===== src/rtl/bus_rr_arbiter.sv =====
// Round-robin owner of the shared bus: pops one pending transmit FIFO and delivers its packet to the addressed receiver(s).
// Latency: pndng sampled at edge k -> pop in cycle k+1 -> push/d_push in cycle k+2; at most one packet per 3 cycles.
// Backpressure: receivers cannot stall the bus; pops are issued only to non-empty FIFOs, and bad destinations are dropped with err_drop.
module bus_rr_arbiter #(
    parameter int              pckg_sz   = 16,
    parameter int              drvrs     = 4,
    parameter int              id_w      = 8,
    parameter logic [id_w-1:0] broadcast = {id_w{1'b1}},
    localparam int             gid_w     = (drvrs > 1) ? $clog2(drvrs) : 1
) (
    input  logic                       clk,
    input  logic                       rst_n,
    input  logic [drvrs-1:0]           pndng,
    input  logic [drvrs*pckg_sz-1:0]   d_pop,
    output logic [drvrs-1:0]           pop,
    output logic [drvrs-1:0]           push,
    output logic [pckg_sz-1:0]         d_push,
    output logic [gid_w-1:0]           grant_id,
    output logic                       busy,
    output logic                       err_drop
);

    typedef enum logic [1:0] {
        IDLE,
        POP,
        XFER
    } state_t;

    state_t             state;
    logic [gid_w-1:0]   last_ptr;

    logic               win_vld;
    logic [gid_w-1:0]   win_idx;
    logic [gid_w-1:0]   cand_idx;
    logic [drvrs-1:0]   win_onehot;

    logic [pckg_sz-1:0] head_dat;
    logic [id_w-1:0]    head_dest;
    logic [drvrs-1:0]   xfer_push;
    logic               xfer_drop;

    // Round-robin search starting just after the last winner; walking offsets
    // downward lets the nearest pending driver overwrite farther candidates.
    always_comb begin
        win_vld    = 1'b0;
        win_idx    = '0;
        cand_idx   = '0;
        win_onehot = '0;
        for (int off = drvrs; off >= 1; off--) begin
            cand_idx = gid_w'((int'(last_ptr) + off) % drvrs);
            if (pndng[cand_idx]) begin
                win_vld = 1'b1;
                win_idx = cand_idx;
            end
        end
        for (int i = 0; i < drvrs; i++) begin
            win_onehot[i] = win_vld && (win_idx == gid_w'(i));
        end
    end

    // Head-of-FIFO word of the granted driver, read while pop is asserted.
    always_comb begin
        head_dat = '0;
        for (int i = 0; i < drvrs; i++) begin
            if (grant_id == gid_w'(i)) begin
                head_dat = d_pop[i*pckg_sz +: pckg_sz];
            end
        end
    end

    assign head_dest = head_dat[pckg_sz-1 -: id_w];

    // Destination decode: broadcast skips the source, self or out-of-range is dropped.
    always_comb begin
        xfer_push = '0;
        xfer_drop = 1'b0;
        if (head_dest == broadcast) begin
            for (int i = 0; i < drvrs; i++) begin
                xfer_push[i] = (grant_id != gid_w'(i));
            end
        end else if ((int'(head_dest) < drvrs) && (int'(head_dest) != int'(grant_id))) begin
            for (int i = 0; i < drvrs; i++) begin
                xfer_push[i] = (int'(head_dest) == i);
            end
        end else begin
            xfer_drop = 1'b1;
        end
    end

    // Transfer sequencer: grant in IDLE, one-cycle pop, one-cycle delivery.
    always_ff @(posedge clk or negedge rst_n) begin
        if (!rst_n) begin
            state    <= IDLE;
            last_ptr <= gid_w'(drvrs - 1);
            pop      <= '0;
            push     <= '0;
            d_push   <= '0;
            grant_id <= '0;
            busy     <= 1'b0;
            err_drop <= 1'b0;
        end else begin
            case (state)
                IDLE: begin
                    if (win_vld) begin
                        grant_id <= win_idx;
                        pop      <= win_onehot;
                        last_ptr <= win_idx;
                        busy     <= 1'b1;
                        state    <= POP;
                    end
                end
                POP: begin
                    pop      <= '0;
                    push     <= xfer_push;
                    err_drop <= xfer_drop;
                    d_push   <= head_dat;
                    state    <= XFER;
                end
                XFER: begin
                    push     <= '0;
                    err_drop <= 1'b0;
                    busy     <= 1'b0;
                    state    <= IDLE;
                end
                default: begin
                    state <= IDLE;
                end
            endcase
        end
    end

endmodule


===== config.mk =====
export PLATFORM = sky130hd
export DESIGN_NAME = bus_rr_arbiter
export DESIGN_NICKNAME = d
export VERILOG_FILES = /design/src/rtl/bus_rr_arbiter.sv
export SDC_FILE = /design/constraint.sdc
export NUM_CORES = 1
export LEC_CHECK = 0
export ABC_AREA = 1
export CAP_MARGIN = 20
export CORE_ASPECT_RATIO = 0.7
export CORE_MARGIN = 5
export CORE_UTILIZATION = 43
export DETAILED_ROUTE_END_ITERATION = 8
export PLACE_DENSITY = 0.82
export SYNTH_ARGS = -nofsm -noshare
export SYNTH_HDL_FRONTEND = slang
export SYNTH_SLANG_ARGS = --single-unit

===== constraint.sdc =====
create_clock -name clk -period 1.8 [get_ports clk]
set_input_delay 0.27 -clock clk [delete_from_list [all_inputs] [get_ports clk]]
set_output_delay 0.27 -clock clk [all_outputs]
set_load 0.01 [all_outputs]

==> results of run 1 <==
-- repair_timing --
action,in CTS,in global routing
gates resized for setup,0,13
setup buffers,0,5
endpoints found under the hold margin,0,0
endpoints found under the setup margin,0,15
-- routing by layer --
metal	track usage [%]	vias up
met5	0	-
met4	4.21	0
met3	4.83	6
met2	30.7	62
met1	25.2	1076
li1	-	1253
-- Yosys cell counts (all sizes together) --
cell type,instances
nand2,139
nand3,36
inv,34
dfrtp,30
o21ai,24
nor2,20
a221oi,8
nand4,7
buf,6
ha,4
clkbuf,3
nand3b,3
clkinv,2
dfstp,2
a21oi,1
xor2,1
-- registers in the layout, summed over array words and instances, names as in the netlist --
name,cells
err_drop,1
last_ptr,2
push,4
grant_id,2
state,2
pop,4
d_push,16
busy,1
-- cell usage in the layout, fill, tap and decap left out, types with 2 or more instances in the layout --
cell,n
nor2_8,2
ha_1,4
inv_2,2
nor2_4,4
nand3b_1,3
o21ai_0,23
clkinvlp_4,2
nand2_2,9
dfrtp_1,30
nand3_2,8
nand3_1,28
inv_1,30
nand2_1,128
nand2_4,2
nor2_1,10
a221oi_1,8
nor2_2,5
buf_4,15
clkdlybuf4s50_1,97
clkbuf_8,5
dfstp_2,2
nand4_1,5
-- report_power, final --
part	internal, mW	total (mW)	leakage (nW)	switching, mW
sequential	1.04	1.22	0.401	0.180
clock	0.410	0.703	0.0541	0.294
combinational	1.62	3.87	1.26	2.25
total	3.07	5.80	1.72	2.72
-- cell families after synthesis --
logic type	share of synthesized area [%]
buf+inv	10.2
xor+xnor	0.385
compound gates	8.75
simple gates	43.2
fa+ha+maj	2.20
flops	35.3
-- final timing paths --
check / end / slack [ns] / depth (start not counted)
max: grant_id[0] / 0.11 / 2
min: pop[3] / 0.38 / 2
max reg2reg: push[0] / 0.12 / 13
min reg2reg: pop[1] / 0.48 / 2
max in group asynchronous: last_ptr[0] / 1.10 / 2
min in group clk: pop[1] / 0.48 / 2
-- area by class of cell --
type	count	share of cell area (%)
Tap cell	72	2.54
Sequential cell	32	22.7
Inverter	36	4.27
Clock inverter	3	1.20
Clock buffer	5	1.94
Multi-Input combinational cell	244	36.3
Timing Repair Buffer	113	31.1
-- per-stage QoR --
stage                     instances  TNS, ns  area, sq um  power (mW)
final                           505        0         3550        5.80
after global routing            505  -0.0401         3550        6.32
after CTS                       499        0         3460        5.59
after detailed placement        491        0         3340        4.87
after global placement          491        0         3340        4.79
after floorplan                 320        0         2270        3.66
==> impl_metrics.env, run 1 <==
export IMPL_drive_gt1_share_pct=15.0
export IMPL_vdd_drop_max_uv=846
export IMPL_dp_hpwl_microns=5030
export IMPL_synth_area_per_cell_sq_um=7.11
export IMPL_min_period_over_period_pct=93.8
export IMPL_syn_instance_count=320
export IMPL_synth_seq_area_share_pct=35.3
export IMPL_rsz0062_at_grt="true"
export IMPL_path_class="register to primary output"
export IMPL_cts_sinks=32
export IMPL_netlist_area_sq_mm=0.00227
export IMPL_core_sq_mm=0.00517
export IMPL_wl_per_cell_microns=12.9
export IMPL_initial_utilization_pct=44.0
export IMPL_slowest_delay_ns=0.55
export IMPL_synthesis_nets=394
export IMPL_n_fill_cell=460
export IMPL_synth_top_cell_by_area="dfrtp_1"
export IMPL_critPathRequiredTime_ns=1.53
export IMPL_yosysTopAreaCellShare_pct=33.0
export IMPL_endpoint_kind="primary output"
export IMPL_clkSlewWorstSetupHoldPaths_ns=0.08
export IMPL_grt_pass1_wl_microns=10700
export IMPL_cts_root_buf="clkbuf_8"
export IMPL_regArea_sq_um=803
export IMPL_tritoncts="built"
export IMPL_hold_path_class="input pin to async pin"
export IMPL_overflow=0
export IMPL_die_y_microns=70.9
export IMPL_grt_pass1_vias=2297
export IMPL_area_growth_synth_to_final_pct=55.9
export IMPL_p_per_area_mw_per_mm2=1630
export IMPL_status="finished, final reports clean"
export IMPL_post_route_min_period_ns=1.69
export IMPL_finalWorstSetupSlack_ns=0.112
export IMPL_ys_ff_latch=32
export IMPL_multi_input_area_sq_mm=0.00129
export IMPL_antennaDiodeCount=0
export IMPL_highest_layer="met4"
export IMPL_io_buffers=97
export IMPL_cts_buffers_inserted=5
export IMPL_place_ws_ns=0.0559
export IMPL_clk_path_buf_depth=2
export IMPL_dr_pass1_iters=5
export IMPL_fmax_mhz=593
export IMPL_cp_buffers_inverters=2
export IMPL_route_met3_wl_microns=299
export IMPL_maxSlewViolCount=0
export IMPL_slowest_stage="clkdlybuf4s50_1"
export IMPL_drtIter0Drc=85
export IMPL_hold_violations=0
export IMPL_drc_errors=0
export IMPL_path_cells="buf_12 -> clkdlybuf4s50_1"
export IMPL_cts_hold_buf=0
export IMPL_reg2reg_from="grant_id[1]"
export IMPL_antenna_found_initial=0
export IMPL_grt_max_degree=33
export IMPL_ys_warn_count=0
export IMPL_fp_dieW_microns=96.9
export IMPL_final_util_pct=68.5
export IMPL_leakagePower_nw=1.72
export IMPL_routed_wl_microns=6490
export IMPL_gp_congestion=0.919
export IMPL_num_rows=22
export IMPL_cp_startpoint="grant_id[0]"
export IMPL_vias_per_cell=4.75
export IMPL_dr_wl_met2_microns=3040
export IMPL_netlist_cell_type_count=28
export IMPL_dieArea_sq_mm=0.00687
export IMPL_drv_cap=0
export IMPL_clkLatencyLatePin_ns=0.29
export IMPL_arrival_ns=1.42
export IMPL_startpoint_type="register"
export IMPL_tightestPinTransition_ns=0.412
export IMPL_setup_violations=0
export IMPL_nets=506
export IMPL_ios=98
export IMPL_wl_met1_microns=3100
export IMPL_slew_headroom_pct=72.5
export IMPL_crit_fanout=16
export IMPL_ant_nets=0
export IMPL_clock_skew_final_ns=0.0104
export IMPL_grtUsageTotal_pct=18.8
export IMPL_h_tree_depth=2
export IMPL_vias=2397
export IMPL_synth_area_leaders="dfrtp_1 33%, nand2_1 22%, nand3_1 6.4%"
export IMPL_worst_path_dominant_cell_family="buffers and inverters"
export IMPL_holdWs_ns=0.378
(Power assumes the default switching activity.)
==> run 2, diff against run 1 <==
--- a/config.mk
+++ b/config.mk
@@ -9,9 +9,9 @@
 export CAP_MARGIN = 20
 export CORE_ASPECT_RATIO = 0.7
 export CORE_MARGIN = 5
-export CORE_UTILIZATION = 43
+export CORE_UTILIZATION = 30
 export DETAILED_ROUTE_END_ITERATION = 8
-export PLACE_DENSITY = 0.82
+export PLACE_DENSITY = 0.61
 export SYNTH_ARGS = -nofsm -noshare
 export SYNTH_HDL_FRONTEND = slang
 export SYNTH_SLANG_ARGS = --single-unit
==> impl_metrics.env, run 2 (same netlist as run 1, synthesis figures left out) <==
export IMPL_final_common_cell="nand2_1"
export IMPL_dr_pass1_iters=4
export IMPL_p_sw_mw=2.82
export IMPL_clkLatencyLatePin_ns=0.28
export IMPL_cts_sinks=32
export IMPL_crit_fanout=7
export IMPL_top_register="d_push"
export IMPL_min_period_over_period_pct=98.9
export IMPL_slowest_delay_ns=0.42
export IMPL_largest_reg_flops=16
export IMPL_drtIter0Drc=106
export IMPL_tritoncts="built"
export IMPL_routed_wl_microns=6950
export IMPL_gp_congestion=0.856
export IMPL_slew_headroom_pct=71.7
export IMPL_postPlaceCellArea_sq_mm=0.00338
export IMPL_drive_gt1_share_pct=19.6
export IMPL_design_area_sq_mm=0.00371
export IMPL_rsz0062_at_grt="true"
export IMPL_clkSlewWorstSetupHoldPaths_ns=0.07
export IMPL_post_route_min_period_ns=1.78
export IMPL_core_sq_mm=0.00735
export IMPL_cts_root_buf="clkbuf_8"
export IMPL_grt_pass1_vias=2379
export IMPL_cts_buffers_inserted=5
export IMPL_dp_hpwl_microns=5460
export IMPL_hold_path_class="input pin to async pin"
export IMPL_critPathRequiredTime_ns=1.98
export IMPL_area_growth_synth_to_final_pct=63.0
export IMPL_fp_dieW_microns=114
export IMPL_vias_per_cell=4.54
export IMPL_setup_tns_ns=0
export IMPL_startpoint_type="register"
export IMPL_h_tree_depth=2
export IMPL_path_cells="buf_12 -> nor2_8 -> buf_12 -> nand2_2 -> nand4_1 -> buf_4 -> nand2_4 -> nor2_4 -> nand3_1 -> nand2_1 -> inv_1 -> nand2_1 -> nand2_1"
export IMPL_slowest_stage="dfrtp_1"
export IMPL_endpoint_kind="register"
export IMPL_leakagePower_nw=1.77
export IMPL_ios=98
export IMPL_arrival_ns=1.96
export IMPL_path_class="register to register"
export IMPL_vdd_drop_max_uv=554
export IMPL_cp_buffers_inverters=4
export IMPL_fmax_mhz=562
export IMPL_grt_max_degree=33
export IMPL_grt_pass1_wl_microns=11300
export IMPL_reg_top3="d_push (16), pop (4), push (4)"
export IMPL_clock_skew_final_ns=0.00489
export IMPL_p_comb_share_pct=67.7
export IMPL_cts_hold_buf=0
export IMPL_p_seq_share_pct=19.8
export IMPL_wl_per_cell_microns=13.0
export IMPL_grtUsageTotal_pct=14.6
export IMPL_p_int_mw=3.34
export IMPL_setup_violations=0
export IMPL_num_rows=26
export IMPL_p_per_area_mw_per_mm2=1660
export IMPL_dieArea_sq_mm=0.00945
export IMPL_overflow=0
export IMPL_drv_cap=0
export IMPL_hold_violations=0
export IMPL_layout_common_cells="117 x nand2_1, 97 x clkdlybuf4s50_1, 30 x dfrtp_1"
export IMPL_swShare_pct=45.7
export IMPL_maxSlewViolCount=0
export IMPL_worst_path_dominant_cell_family="simple AND/OR/NAND/NOR gates"
export IMPL_final_util_pct=50.4
export IMPL_initial_utilization_pct=30.9
export IMPL_antennaDiodeCount=0
export IMPL_cp_startpoint="grant_id[1]"
export IMPL_ant_nets=0
export IMPL_reg2reg_from="grant_id[1]"
export IMPL_status="finished, final reports clean"
export IMPL_die_y_microns=82.9
export IMPL_clkPwrFrac_pct=12.4
export IMPL_tightestPinTransition_ns=0.424
export IMPL_antenna_found_initial=0
export IMPL_nets=511
export IMPL_io_buffers=97
export IMPL_worst_path_most_repeated_cell="nand2_1"
export IMPL_drc_errors=0
export IMPL_vias=2434
export IMPL_clk_path_buf_depth=2
run 2: through the flow:
| step | power [mW] | hold slack, ns | instances | worst slack (ns) |
|---|---|---|---|---|
| 6_report | 6.16 | 0.377 | 536 | 0.0193 |
| 4_1_cts | 5.72 | 0.403 | 524 | 0.0277 |
| 2_1_floorplan | 3.66 | -0.0256 | 320 | 0.271 |
| 3_3_place_gp | 4.87 | 0.462 | 516 | 0.0490 |
| 3_5_place_dp | 4.94 | 0.465 | 516 | 0.00922 |
| 5_1_grt | 6.77 | 0.433 | 536 | -0.0824 |
run 2: cell type report:
cell class / instances / area, sq um
repair buffers: 118 / 1170
well taps: 98 / 123
fillers: 752 / 3640
flip-flops and latches: 32 / 803
clock inverters: 1 / 30.0
inverters: 36 / 149
clock buffers: 7 / 96.3
repair inverters: 1 / 5.00
multi-input cells: 243 / 1330
run 2: what timing repair did:
item | CTS | global route
setup buffers | 0 | 11
setup endpoints to repair | 0 | 22
resized for setup | 0 | 33
endpoints found under the hold margin | 0 | 0
run 2: worst paths after layout:
| path | endpoint | slack [ns] | depth (start not counted) |
|---|---|---|---|
| worst max-delay path | push[3] | 0.02 | 13 |
| worst min-delay path | grant_id[1] | 0.38 | 2 |
| worst max register to register | push[3] | 0.02 | 13 |
| worst min register to register | d_push[10] | 0.48 | 2 |
| max in group asynchronous | last_ptr[0] | 1.08 | 2 |
| min in group clk | d_push[10] | 0.48 | 2 |
run 2: layer usage:
metal	track usage (%)	up-vias	share of wire [%]
met2	23.8	67	46
li1	-	1263	-
met1	19.3	1099	48
met4	3.56	0	0.82
met5	0	-	0
met3	3.78	5	5.6
run 2: power by group through the flow:
stage / registers, mW / clock network (mW) / logic [mW]
final: 1.22 / 0.766 / 4.17
after global routing: 1.26 / 0.825 / 4.69
after CTS: 1.22 / 0.785 / 3.72
after detailed placement: 1.23 / 0 / 3.71
after global placement: 1.22 / 0 / 3.65
after floorplan: 1.32 / 0 / 2.34
==> run 3, diff against run 2 <==
--- a/config.mk
+++ b/config.mk
@@ -11,6 +11,7 @@
 export CORE_MARGIN = 5
 export CORE_UTILIZATION = 30
 export DETAILED_ROUTE_END_ITERATION = 8
+export GPL_TIMING_DRIVEN = 0
 export PLACE_DENSITY = 0.61
 export SYNTH_ARGS = -nofsm -noshare
 export SYNTH_HDL_FRONTEND = slang
==> impl_metrics.env, run 3 (same netlist as run 1, synthesis figures left out) <==
export IMPL_grt_pass1_vias=2328
export IMPL_clock_skew_final_ns=0.0111
export IMPL_endpoint_kind="register"
export IMPL_tightestPinTransition_ns=0.759
export IMPL_vdd_drop_max_uv=489
export IMPL_tritoncts="built"
export IMPL_p_seq_share_pct=21.0
export IMPL_post_route_min_period_ns=1.73
export IMPL_finalNonFillerCells=531
export IMPL_ant_nets=0
export IMPL_placed_cells=515
export IMPL_reg2reg_from="grant_id[0]"
export IMPL_power_total_mw=5.87
export IMPL_drc_errors=0
export IMPL_min_period_over_period_pct=96.3
export IMPL_cts_root_buf="clkbuf_8"
export IMPL_final_common_cell="nand2_1"
export IMPL_fmax_mhz=577
export IMPL_grt_pass1_wl_microns=11400
export IMPL_cts_hold_buf=0
export IMPL_p_int_mw=3.03
export IMPL_clk_path_buf_depth=2
export IMPL_p_per_area_mw_per_mm2=1630
export IMPL_critical_path_cell_count=11
export IMPL_drive_gt1_share_pct=15.5
export IMPL_slew_headroom_pct=49.4
export IMPL_wl_per_cell_microns=13.7
export IMPL_h_tree_depth=2
export IMPL_cp_buffers_inverters=2
export IMPL_largest_reg_flops=16
export IMPL_core_sq_mm=0.00735
export IMPL_vias=2425
export IMPL_status="finished, final reports clean"
export IMPL_critPathRequiredTime_ns=2.03
export IMPL_layout_common_cells="126 x nand2_1, 96 x clkdlybuf4s50_1, 29 x dfrtp_1"
export IMPL_gp_congestion=0.829
export IMPL_r2r_end="push[0]"
export IMPL_dp_hpwl_microns=5560
export IMPL_setup_violations=0
export IMPL_multi_input_area_sq_mm=0.00128
export IMPL_maxSlewViolCount=0
export IMPL_swShare_pct=48.3
export IMPL_grtUsageTotal_pct=14.9
export IMPL_p_sw_mw=2.83
export IMPL_clkSlewWorstSetupHoldPaths_ns=0.08
export IMPL_reg2regPathDepth=11
export IMPL_nets=506
export IMPL_drtIter0Drc=82
export IMPL_clkLatencyLatePin_ns=0.29
export IMPL_ios=98
export IMPL_final_util_pct=48.9
export IMPL_rsz0062_at_grt="true"
export IMPL_cts_sinks=32
export IMPL_initial_utilization_pct=30.9
export IMPL_timing_critical_path_to="push[0]"
export IMPL_dr_pass1_iters=4
export IMPL_worst_path_dominant_cell_family="simple AND/OR/NAND/NOR gates"
export IMPL_routed_wl_microns=7280
export IMPL_area_growth_synth_to_final_pct=58.1
export IMPL_setup_tns_ns=0
export IMPL_antennaDiodeCount=0
export IMPL_reg_top3="d_push (16), pop (4), push (4)"
export IMPL_worst_path_most_repeated_cell="nand2_1"
export IMPL_hold_path_class="input pin to async pin"
export IMPL_holdWs_ns=0.0353
export IMPL_startpoint_type="register"
export IMPL_num_rows=26
export IMPL_arrival_ns=1.96
export IMPL_clkPwrFrac_pct=10.0
export IMPL_path_cells="buf_12 -> buf_8 -> nand3_1 -> nand4_2 -> nor2_2 -> nand2_1 -> nor2_4 -> nand3_1 -> nand2_1 -> nand2_1 -> nand2_1"
export IMPL_cp_startpoint="grant_id[0]"
export IMPL_drv_cap=0
export IMPL_die_y_microns=82.9
export IMPL_hold_violations=0
export IMPL_leakagePower_nw=1.71
export IMPL_overflow=0
export IMPL_path_class="register to register"
export IMPL_slowest_stage="dfrtp_2"
export IMPL_dieArea_sq_mm=0.00945
export IMPL_top_register="d_push"
export IMPL_cts_buffers_inserted=5
export IMPL_grt_max_degree=33
export IMPL_slowest_delay_ns=0.45
export IMPL_antenna_found_initial=0
export IMPL_fp_dieW_microns=114
export IMPL_r2r_slack_ns=0.07
export IMPL_io_buffers=97
export IMPL_regArea_sq_um=805
export IMPL_vias_per_cell=4.57
export IMPL_p_comb_share_pct=69.0
export IMPL_n_fill_cell=750
export IMPL_crit_fanout=10
==> run 3: per-stage QoR <==
stage / setup slack, ns / instance area (sq um)
2_1_floorplan: 0.271 / 2270
3_3_place_gp: -0.289 / 3370
3_5_place_dp: -0.0777 / 3360
4_1_cts: 0.0218 / 3460
5_1_grt: -0.00849 / 3600
6_report: 0.0659 / 3600
==> run 3: repair_timing <==
| item | in CTS | in global routing |
|---|---|---|
| buffers inserted | 0 | 6 |
| gates resized for setup | 0 | 25 |
| setup endpoints to repair | 0 | 22 |
==> run 3: power by group through the flow <==
stage / registers (mW) / clock network [mW] / logic (mW)
2_1_floorplan: 1.32 / 0 / 2.34
3_3_place_gp: 1.22 / 0 / 3.68
3_5_place_dp: 1.22 / 0 / 3.73
4_1_cts: 1.21 / 0.607 / 3.74
5_1_grt: 1.27 / 0.642 / 4.47
6_report: 1.23 / 0.585 / 4.05
==> run 3: worst min path at each step <==
stage | cells past startpoint | to | slack [ns] | startpoint
after floorplan | 0 | busy | -0.03 | rst_n
after global placement | 2 | pop[0] | 0.46 | pop[0]
after detailed placement | 1 | grant_id[1] | 0.39 | rst_n
after CTS | 1 | grant_id[1] | 0.06 | rst_n
after global routing | 1 | grant_id[1] | 0.1 | rst_n
final | 1 | grant_id[1] | 0.04 | rst_n
==> run 3: layout make-up <==
type / count / share of cell area (%)
multi-input combinational: 243 / 35.7
timing repair buffer: 104 / 28.8
sequential: 32 / 22.4
inverter: 36 / 4.21
tap: 98 / 3.41
buffer: 9 / 2.75
clock buffer: 5 / 1.91
clock inverter: 3 / 0.661
timing repair inverter: 1 / 0.209
==> run 3: layer usage <==
layer,share of wire (%),track usage [%]
met1,48,20.4
met2,45,23.6
met3,5.7,3.49
met4,1.1,3.88
met5,0,0
